$ cat src/rtl/qos_dest_demux_pkg.sv
// Shared sizing, FSM encoding and destination decode for the qos destination demux.
package qos_dest_demux_pkg;

  localparam int QUEUE_QUANTITY = 4;
  localparam int DATA_BITS      = 8;
  localparam int BUF_WIDTH      = 3;
  localparam int DEST_BITS      = $clog2(QUEUE_QUANTITY);
  localparam int FIFO_DEPTH     = 1 << BUF_WIDTH;

  typedef enum logic [1:0] {
    IDLE  = 2'd0,
    FETCH = 2'd1,
    HOLD  = 2'd2
  } state_t;

  typedef logic [DATA_BITS-1:0] word_t;
  typedef logic [DEST_BITS-1:0] dest_t;

  function automatic dest_t dest_of(input word_t w);
    return w[DATA_BITS-1 -: DEST_BITS];
  endfunction

endpackage

$ cat src/rtl/qos_dest_demux_if.sv
// Bus between the qos output queue, the demux and the downstream destination ports.
interface qos_dest_demux_if;
  import qos_dest_demux_pkg::*;

  // Pop handshake on both sides: a pop is taken at the rising edge where rd_en is high and
  // empty is low; the popped word appears on the data lines after that edge and holds until
  // the next accepted pop.
  logic                                in_empty;
  word_t                               in_data;
  logic                                in_rd_en;
  logic [QUEUE_QUANTITY-1:0]           out_rd_en;
  logic [QUEUE_QUANTITY*DATA_BITS-1:0] out_data;
  logic [QUEUE_QUANTITY-1:0]           out_empty;
  logic [QUEUE_QUANTITY-1:0]           out_full;

  modport master (
    input  in_empty, in_data, out_rd_en,
    output in_rd_en, out_data, out_empty, out_full
  );

  modport slave (
    output in_empty, in_data, out_rd_en,
    input  in_rd_en, out_data, out_empty, out_full
  );

endinterface

$ cat src/rtl/qos_dest_demux_fifo.sv
// One destination FIFO: registered read data, pops on empty ignored, pushes on full ignored.
module qos_dest_demux_fifo
  import qos_dest_demux_pkg::*;
(
  input  logic  clk,
  input  logic  reset,
  input  logic  wr_en,
  input  word_t wr_data,
  input  logic  rd_en,
  output word_t rd_data,
  output logic  empty,
  output logic  full
);

  logic [BUF_WIDTH-1:0] wr_ptr;
  logic [BUF_WIDTH-1:0] rd_ptr;
  logic [BUF_WIDTH:0]   count;
  word_t                mem [FIFO_DEPTH];
  logic                 do_wr;
  logic                 do_rd;

  assign empty = (count == '0);
  assign full  = (count == (BUF_WIDTH+1)'(FIFO_DEPTH));
  // On an empty FIFO a concurrent push wins and the pop is dropped.
  assign do_wr = wr_en && !full;
  assign do_rd = rd_en && !empty;

  always_ff @(posedge clk or posedge reset) begin
    if (reset) begin
      wr_ptr  <= '0;
      rd_ptr  <= '0;
      count   <= '0;
      rd_data <= '0;
    end else begin
      if (do_wr) wr_ptr <= wr_ptr + 1'b1;
      if (do_rd) begin
        rd_ptr  <= rd_ptr + 1'b1;
        rd_data <= mem[rd_ptr];
      end
      case ({do_wr, do_rd})
        2'b10:   count <= count + 1'b1;
        2'b01:   count <= count - 1'b1;
        default: count <= count;
      endcase
    end
  end

  always_ff @(posedge clk) begin
    if (do_wr) mem[wr_ptr] <= wr_data;
  end

endmodule

$ cat src/rtl/qos_dest_demux.sv
// Pops the qos output queue and steers each word into a per-destination FIFO by its top bits.
// Build option QOS_DEMUX_DROP_EN: words for a full destination are dropped and counted instead of stalling.
module qos_dest_demux
  import qos_dest_demux_pkg::*;
(
  input  logic              clk,
  input  logic              reset,
  qos_dest_demux_if.master  bus,
  output logic [7:0]        drop_cnt,
  output state_t            state_dbg
);

  state_t                    state;
  state_t                    state_next;
  word_t                     hold_data;
  dest_t                     hold_dest;
  dest_t                     in_dest;
  logic                      hold_load;
  logic                      rd_req;
  logic [QUEUE_QUANTITY-1:0] wr_en;
  word_t                     wr_data;
  logic [QUEUE_QUANTITY-1:0] fifo_full;
  logic [QUEUE_QUANTITY-1:0] fifo_empty;
`ifdef QOS_DEMUX_DROP_EN
  logic                      drop_hit;
`endif

  assign in_dest   = dest_of(bus.in_data);
  assign state_dbg = state;
  assign bus.in_rd_en = rd_req && !reset;

  always_ff @(posedge clk or posedge reset) begin
    if (reset) state <= IDLE;
    else       state <= state_next;
  end

  always_comb begin
    state_next = state;
    rd_req     = 1'b0;
    wr_en      = '0;
    wr_data    = bus.in_data;
    hold_load  = 1'b0;
`ifdef QOS_DEMUX_DROP_EN
    drop_hit   = 1'b0;
`endif
    case (state)
      IDLE: begin
        rd_req = !bus.in_empty;
        if (rd_req) state_next = FETCH;
      end
      FETCH: begin
        if (!fifo_full[in_dest]) begin
          wr_en[in_dest] = 1'b1;
          rd_req         = !bus.in_empty;
          state_next     = rd_req ? FETCH : IDLE;
        end else begin
`ifdef QOS_DEMUX_DROP_EN
          drop_hit   = 1'b1;
          rd_req     = !bus.in_empty;
          state_next = rd_req ? FETCH : IDLE;
`else
          hold_load  = 1'b1;
          state_next = HOLD;
`endif
        end
      end
      HOLD: begin
        wr_data = hold_data;
        if (!fifo_full[hold_dest]) begin
          wr_en[hold_dest] = 1'b1;
          rd_req           = !bus.in_empty;
          state_next       = rd_req ? FETCH : IDLE;
        end
      end
      default: state_next = IDLE;
    endcase
  end

  always_ff @(posedge clk or posedge reset) begin
    if (reset) begin
      hold_data <= '0;
      hold_dest <= '0;
    end else if (hold_load) begin
      hold_data <= bus.in_data;
      hold_dest <= in_dest;
    end
  end

`ifdef QOS_DEMUX_DROP_EN
  always_ff @(posedge clk or posedge reset) begin
    if (reset)                             drop_cnt <= '0;
    else if (drop_hit && drop_cnt != 8'hFF) drop_cnt <= drop_cnt + 1'b1;
  end
`else
  assign drop_cnt = '0;
`endif

  for (genvar i = 0; i < QUEUE_QUANTITY; i++) begin : g_fifo
    qos_dest_demux_fifo u_fifo (
      .clk     (clk),
      .reset   (reset),
      .wr_en   (wr_en[i]),
      .wr_data (wr_data),
      .rd_en   (bus.out_rd_en[i]),
      .rd_data (bus.out_data[i*DATA_BITS +: DATA_BITS]),
      .empty   (fifo_empty[i]),
      .full    (fifo_full[i])
    );
  end

  assign bus.out_empty = fifo_empty;
  assign bus.out_full  = fifo_full;

endmodule

$ cat src/flat_wrapper.sv
// flat-port wrapper written by rule: the top's interface ports become plain ports
module qos_dest_demux_flat import qos_dest_demux_pkg::*;
  (clk, reset, drop_cnt, state_dbg, bus_in_empty, bus_in_data, bus_out_rd_en, bus_in_rd_en, bus_out_data, bus_out_empty, bus_out_full);
  qos_dest_demux_if bus_i ();
  input  logic clk;
  input  logic reset;
  output logic [7:0] drop_cnt;
  output state_t state_dbg;
  input wire logic [$bits(bus_i.in_empty)-1:0] bus_in_empty;
  input wire logic [$bits(bus_i.in_data)-1:0] bus_in_data;
  input wire logic [$bits(bus_i.out_rd_en)-1:0] bus_out_rd_en;
  output wire logic [$bits(bus_i.in_rd_en)-1:0] bus_in_rd_en;
  output wire logic [$bits(bus_i.out_data)-1:0] bus_out_data;
  output wire logic [$bits(bus_i.out_empty)-1:0] bus_out_empty;
  output wire logic [$bits(bus_i.out_full)-1:0] bus_out_full;
  assign bus_i.in_empty = bus_in_empty;
  assign bus_i.in_data = bus_in_data;
  assign bus_i.out_rd_en = bus_out_rd_en;
  assign bus_in_rd_en = bus_i.in_rd_en;
  assign bus_out_data = bus_i.out_data;
  assign bus_out_empty = bus_i.out_empty;
  assign bus_out_full = bus_i.out_full;
  qos_dest_demux u_core (.clk(clk), .reset(reset), .bus(bus_i), .drop_cnt(drop_cnt), .state_dbg(state_dbg));
endmodule
$ cat config.mk
export PLATFORM = sky130hd
export DESIGN_NAME = qos_dest_demux_flat
export DESIGN_NICKNAME = d
export VERILOG_FILES = /design/src/rtl/qos_dest_demux_pkg.sv /design/src/rtl/qos_dest_demux_if.sv /design/src/rtl/qos_dest_demux_fifo.sv /design/src/rtl/qos_dest_demux.sv /design/src/flat_wrapper.sv
export SDC_FILE = /design/constraint.sdc
export NUM_CORES = 1
export LEC_CHECK = 0
export ABC_CLOCK_PERIOD_IN_PS = 2800
export CORE_UTILIZATION = 35
export DETAILED_ROUTE_END_ITERATION = 6
export GPL_TIMING_DRIVEN = 0
export PLACE_DENSITY = 0.52
export REMOVE_ABC_BUFFERS = 1
export SLEW_MARGIN = 15
export SYNTH_ARGS = -nofsm -noshare
export SYNTH_HDL_FRONTEND = slang
export SYNTH_SLANG_ARGS = --single-unit
$ cat constraint.sdc
create_clock -name clk -period 2.8 [get_ports clk]
set_clock_uncertainty 0.2 [all_clocks]
set_input_delay 0.7 -clock clk [delete_from_list [all_inputs] [get_ports clk]]
set_output_delay 0.7 -clock clk [all_outputs]
set_load 0.05 [all_outputs]
==> flow_summary.yaml <==
timing:
  fin_hold_ws_ns: 0.277
  worstMarginPinSlew_ns: 0.874
  setup_ws_ns: -0.532
  maxSlewHeadroom: 0.415
  rsz0062_at_grt: "true"
  finalMaxSlewViolations: 0
  hold_viol: 0
  fin_crit_ns: 3.33
  clock.fmax_mhz: 300
  period_share: 1.19
  setup_viol: 4
power_and_ir_drop:
  p_switching_w: 0.00584
  intPower_w: 0.0117
  clockPowerShare: 0.275
  leakage_nw: 5.85
  netSwitchingFraction: 0.332
  ir_worst_vdd_mv: 0.426
  pwr-share-comb: 0.305
  pwr-share-seq: 0.421
  p_per_area_nw_per_um2: 1050
worst_hold_path:
  min-delay-start: "u_core.g_fifo[0].u_fifo.rd_data[0]"
  hold_end: "u_core.g_fifo[0].u_fifo.rd_data[0]"
  hold_path_class: "reg -> reg"
  whs_path_depth: 2
clock_tree:
  cts_buffer_depth: 3
  cts_tree: "done"
  clkTransAtPathRegs_ns: 0.06
  cts_buffers: 38
  clk_latency_ns: 0.51
  clock-sinks: 338
  cts-htree-levels: 2
  clockRootBuffer: "clkbuf_16"
floorplan:
  rows: 72
  ios: 66
  start_util: 0.357
  die_h_um: 201
  die-area_um2: 40400
  fp.dieW_um: 201
  design.core.area_um2: 38800
synthesis:
  yosys.area_share.adder: 0.0275
  synth.distinct_cells: 49
  synth_mux_area_frac: 0.147
  synthTopCellsByArea: "edfxtp_1, dfrtp_1, mux4_2"
  synth_top_family_by_area: "multiplexers"
  synth_cells: 799
  avgSynthCellArea_um2: 17.3
  yosys_warnings: 0
  synth-simple-area-share: 0.0526
  yosysSeqAreaShare: 0.703
  netlist_area_um2: 13900
  synth_compound_area_frac: 0.0240
  synthArstFlopShare: 0.243
  synth-edff-count: 256
  synth_seq_cells: 338
  synth_top_cell_area_share: 0.555
  synth_area_leader_cell: "edfxtp_1"
  synth_top_flop_cell: "edfxtp_1"
  synth-xor-area-share: 0.0196
route:
  ant_nets: 0
  dr.first_iter.drc_count: 183
  via_per_inst: 4.78
  routedWlPerCell_um: 19.1
  drt_wl_total_um: 27400
  vias: 6848
  first_pass_iters: 5
  route.detailed.drc: 0
setup_path:
  reg2reg_to: "u_core.g_fifo[2].u_fifo.count[3]"
  worstPathMaxFanout: 4
  cp_data_arrival_time_ns: 2.43
  critical_path_class: "reg -> out"
  cp-start-kind: "flip-flop"
  reg2reg_depth: 11
  rrSetupSlack_ns: -0.21
  reg2reg_from: "u_core.g_fifo[2].u_fifo.count[1]"
  worst-endpoint-required_ns: 1.90
  cp-end-kind: "primary output"
run:
  cap_violations: 0
cells_and_area:
  layout-drive-gt1-share: 0.285
  num-nets-final: 927
  most-common-layout-cells: "edfxtp_1, nand2_1, dfrtp_1"
  area_growth_pct: 20.6
  final_common_cell: "edfxtp_1"
  fin_cells: 1432
global_route:
  grt-ovfl-total: 0
  grt_pass1_vias: 7155
  grt_max_degree: 43
  antenna_found_initial: 2
  grt.total_usage: 0.138
  grt_pass1_wl_um: 42400
run_status:
  violations: "setup timing"
  outcome: "finished, violations left"
placement:
  place.port_buffers: 57
  hpwl_um: 16800
  pre_cts_ws_ns: -1.39
  gp_congestion: 0.703
  placed_cells: 1332
## final cells by class
type | count | area (µm²)
Clock inverter | 10 | 95.1
Multi-Input combinational cell | 394 | 4150
Clock buffer | 59 | 1130
Tap cell | 518 | 648
Sequential cell | 338 | 9760
Antenna cell | 1 | 2.50
Inverter | 24 | 97.6
Timing Repair Buffer | 88 | 828
Fill cell | 3399 | 22100
## kinds of logic after synthesis
kind of cell / after synthesis
buffers and inverters: 74
muxes: 120
adders and majority gates: 28
xor gates and xnor gates: 31
other: 1
and+or+nand+nor: 151
DFF: 338
AOI/OAI and AO/OA: 56
## cell usage after synthesis (2+ instances only)
library cell,n
edfxtp_1,256
dfrtp_1,82
nand2_1,73
mux4_2,65
o21ai_0,37
mux2i_1,36
nor2_1,28
ha_1,24
inv_1,23
xnor2_1,23
mux2_2,18
buf_4,16
buf_2,12
clkbuf_1,12
nor3_1,12
nand2b_1,10
buf_1,9
nand3_1,8
xor2_1,8
a21oi_1,5
fa_1,4
nor4_1,4
a21o_1,3
or3b_2,3
nand3b_1,2
nor2b_1,2
nor4b_4,2
## through the flow
| stage | util | total power, W | setup TNS [ns] | area (µm²) |
|---|---|---|---|---|
| after detailed placement | 0.384 | 0.0125 | -133.94 | 14900 |
| after global placement | 0.382 | 0.0124 | -347.02 | 14800 |
| after CTS | 0.423 | 0.0176 | -1.41 | 16400 |
| after floorplan | - | 0.0108 | -57.30 | 13600 |
| final | 0.430 | 0.0176 | -0.854 | 16700 |
| after global routing | 0.430 | 0.0185 | -1.52 | 16700 |
## critical path, stage by stage (launching register included)
cell and delay, ns:
dfrtp_1 0.45, nor4b_4 0.12, mux4_2 0.48, or2_4 0.28
a2111oi_4 0.38, buf_6 0.22
## power by group through the flow
stage / Combinational (W) / Sequential (W) / Clock, W
CTS: 0.00525 / 0.00742 / 0.00497
global route: 0.00579 / 0.00756 / 0.00516
finish: 0.00536 / 0.00740 / 0.00483
global placement: 0.00491 / 0.00747 / 0
detailed placement: 0.00498 / 0.00750 / 0
floorplan: 0.00284 / 0.00797 / 0
## what timing repair did
item                                    CTS  global route
endpoints found under the setup margin  278           119
setup buffers                            11            19
endpoints found under the hold margin     0             0
gates cloned                              0             0
hold buffers                              0             0
pin swaps                                 7            19
resized for setup                        94            40
## sequential cells by signal (all words and copies together) (netlist names)
signal                        count
u_core.g_fifo.u_fifo.count       16
u_core.g_fifo.u_fifo.wr_ptr      12
u_core.hold_dest                  2
u_core.state_dbg                  2
u_core.g_fifo.u_fifo.rd_ptr      12
u_core.g_fifo.u_fifo.rd_data     32
u_core.hold_data                  6
u_core.g_fifo.u_fifo.mem        256
## per-layer routing
metal / track usage / share of wire / vias to the layer above
met5: 0 / 0.00044 / -
met3: 0.0248 / 0.030 / 37
met2: 0.245 / 0.52 / 85
met4: 0.0403 / 0.019 / 2
met1: 0.170 / 0.43 / 3526
li1: - / - / 3198
## worst max-delay path by stage
stage | cells after the start | slack (ns) | startpoint | to
after floorplan | 10 | -1.37 | u_core.g_fifo[2].u_fifo.count[0] | u_core.g_fifo[2].u_fifo.count[3]
after detailed placement | 6 | -1.39 | bus_in_data[7] | bus_in_rd_en
final | 5 | -0.53 | u_core.g_fifo[3].u_fifo.count[2] | bus_in_rd_en
after global placement | 2 | -2.20 | reset | u_core.g_fifo[0].u_fifo.rd_data[2]
after global routing | 7 | -0.62 | u_core.g_fifo[2].u_fifo.count[1] | bus_in_rd_en
after CTS | 7 | -0.57 | u_core.g_fifo[2].u_fifo.count[1] | bus_in_rd_en
Note: power is estimated with default switching activity, not from simulation.
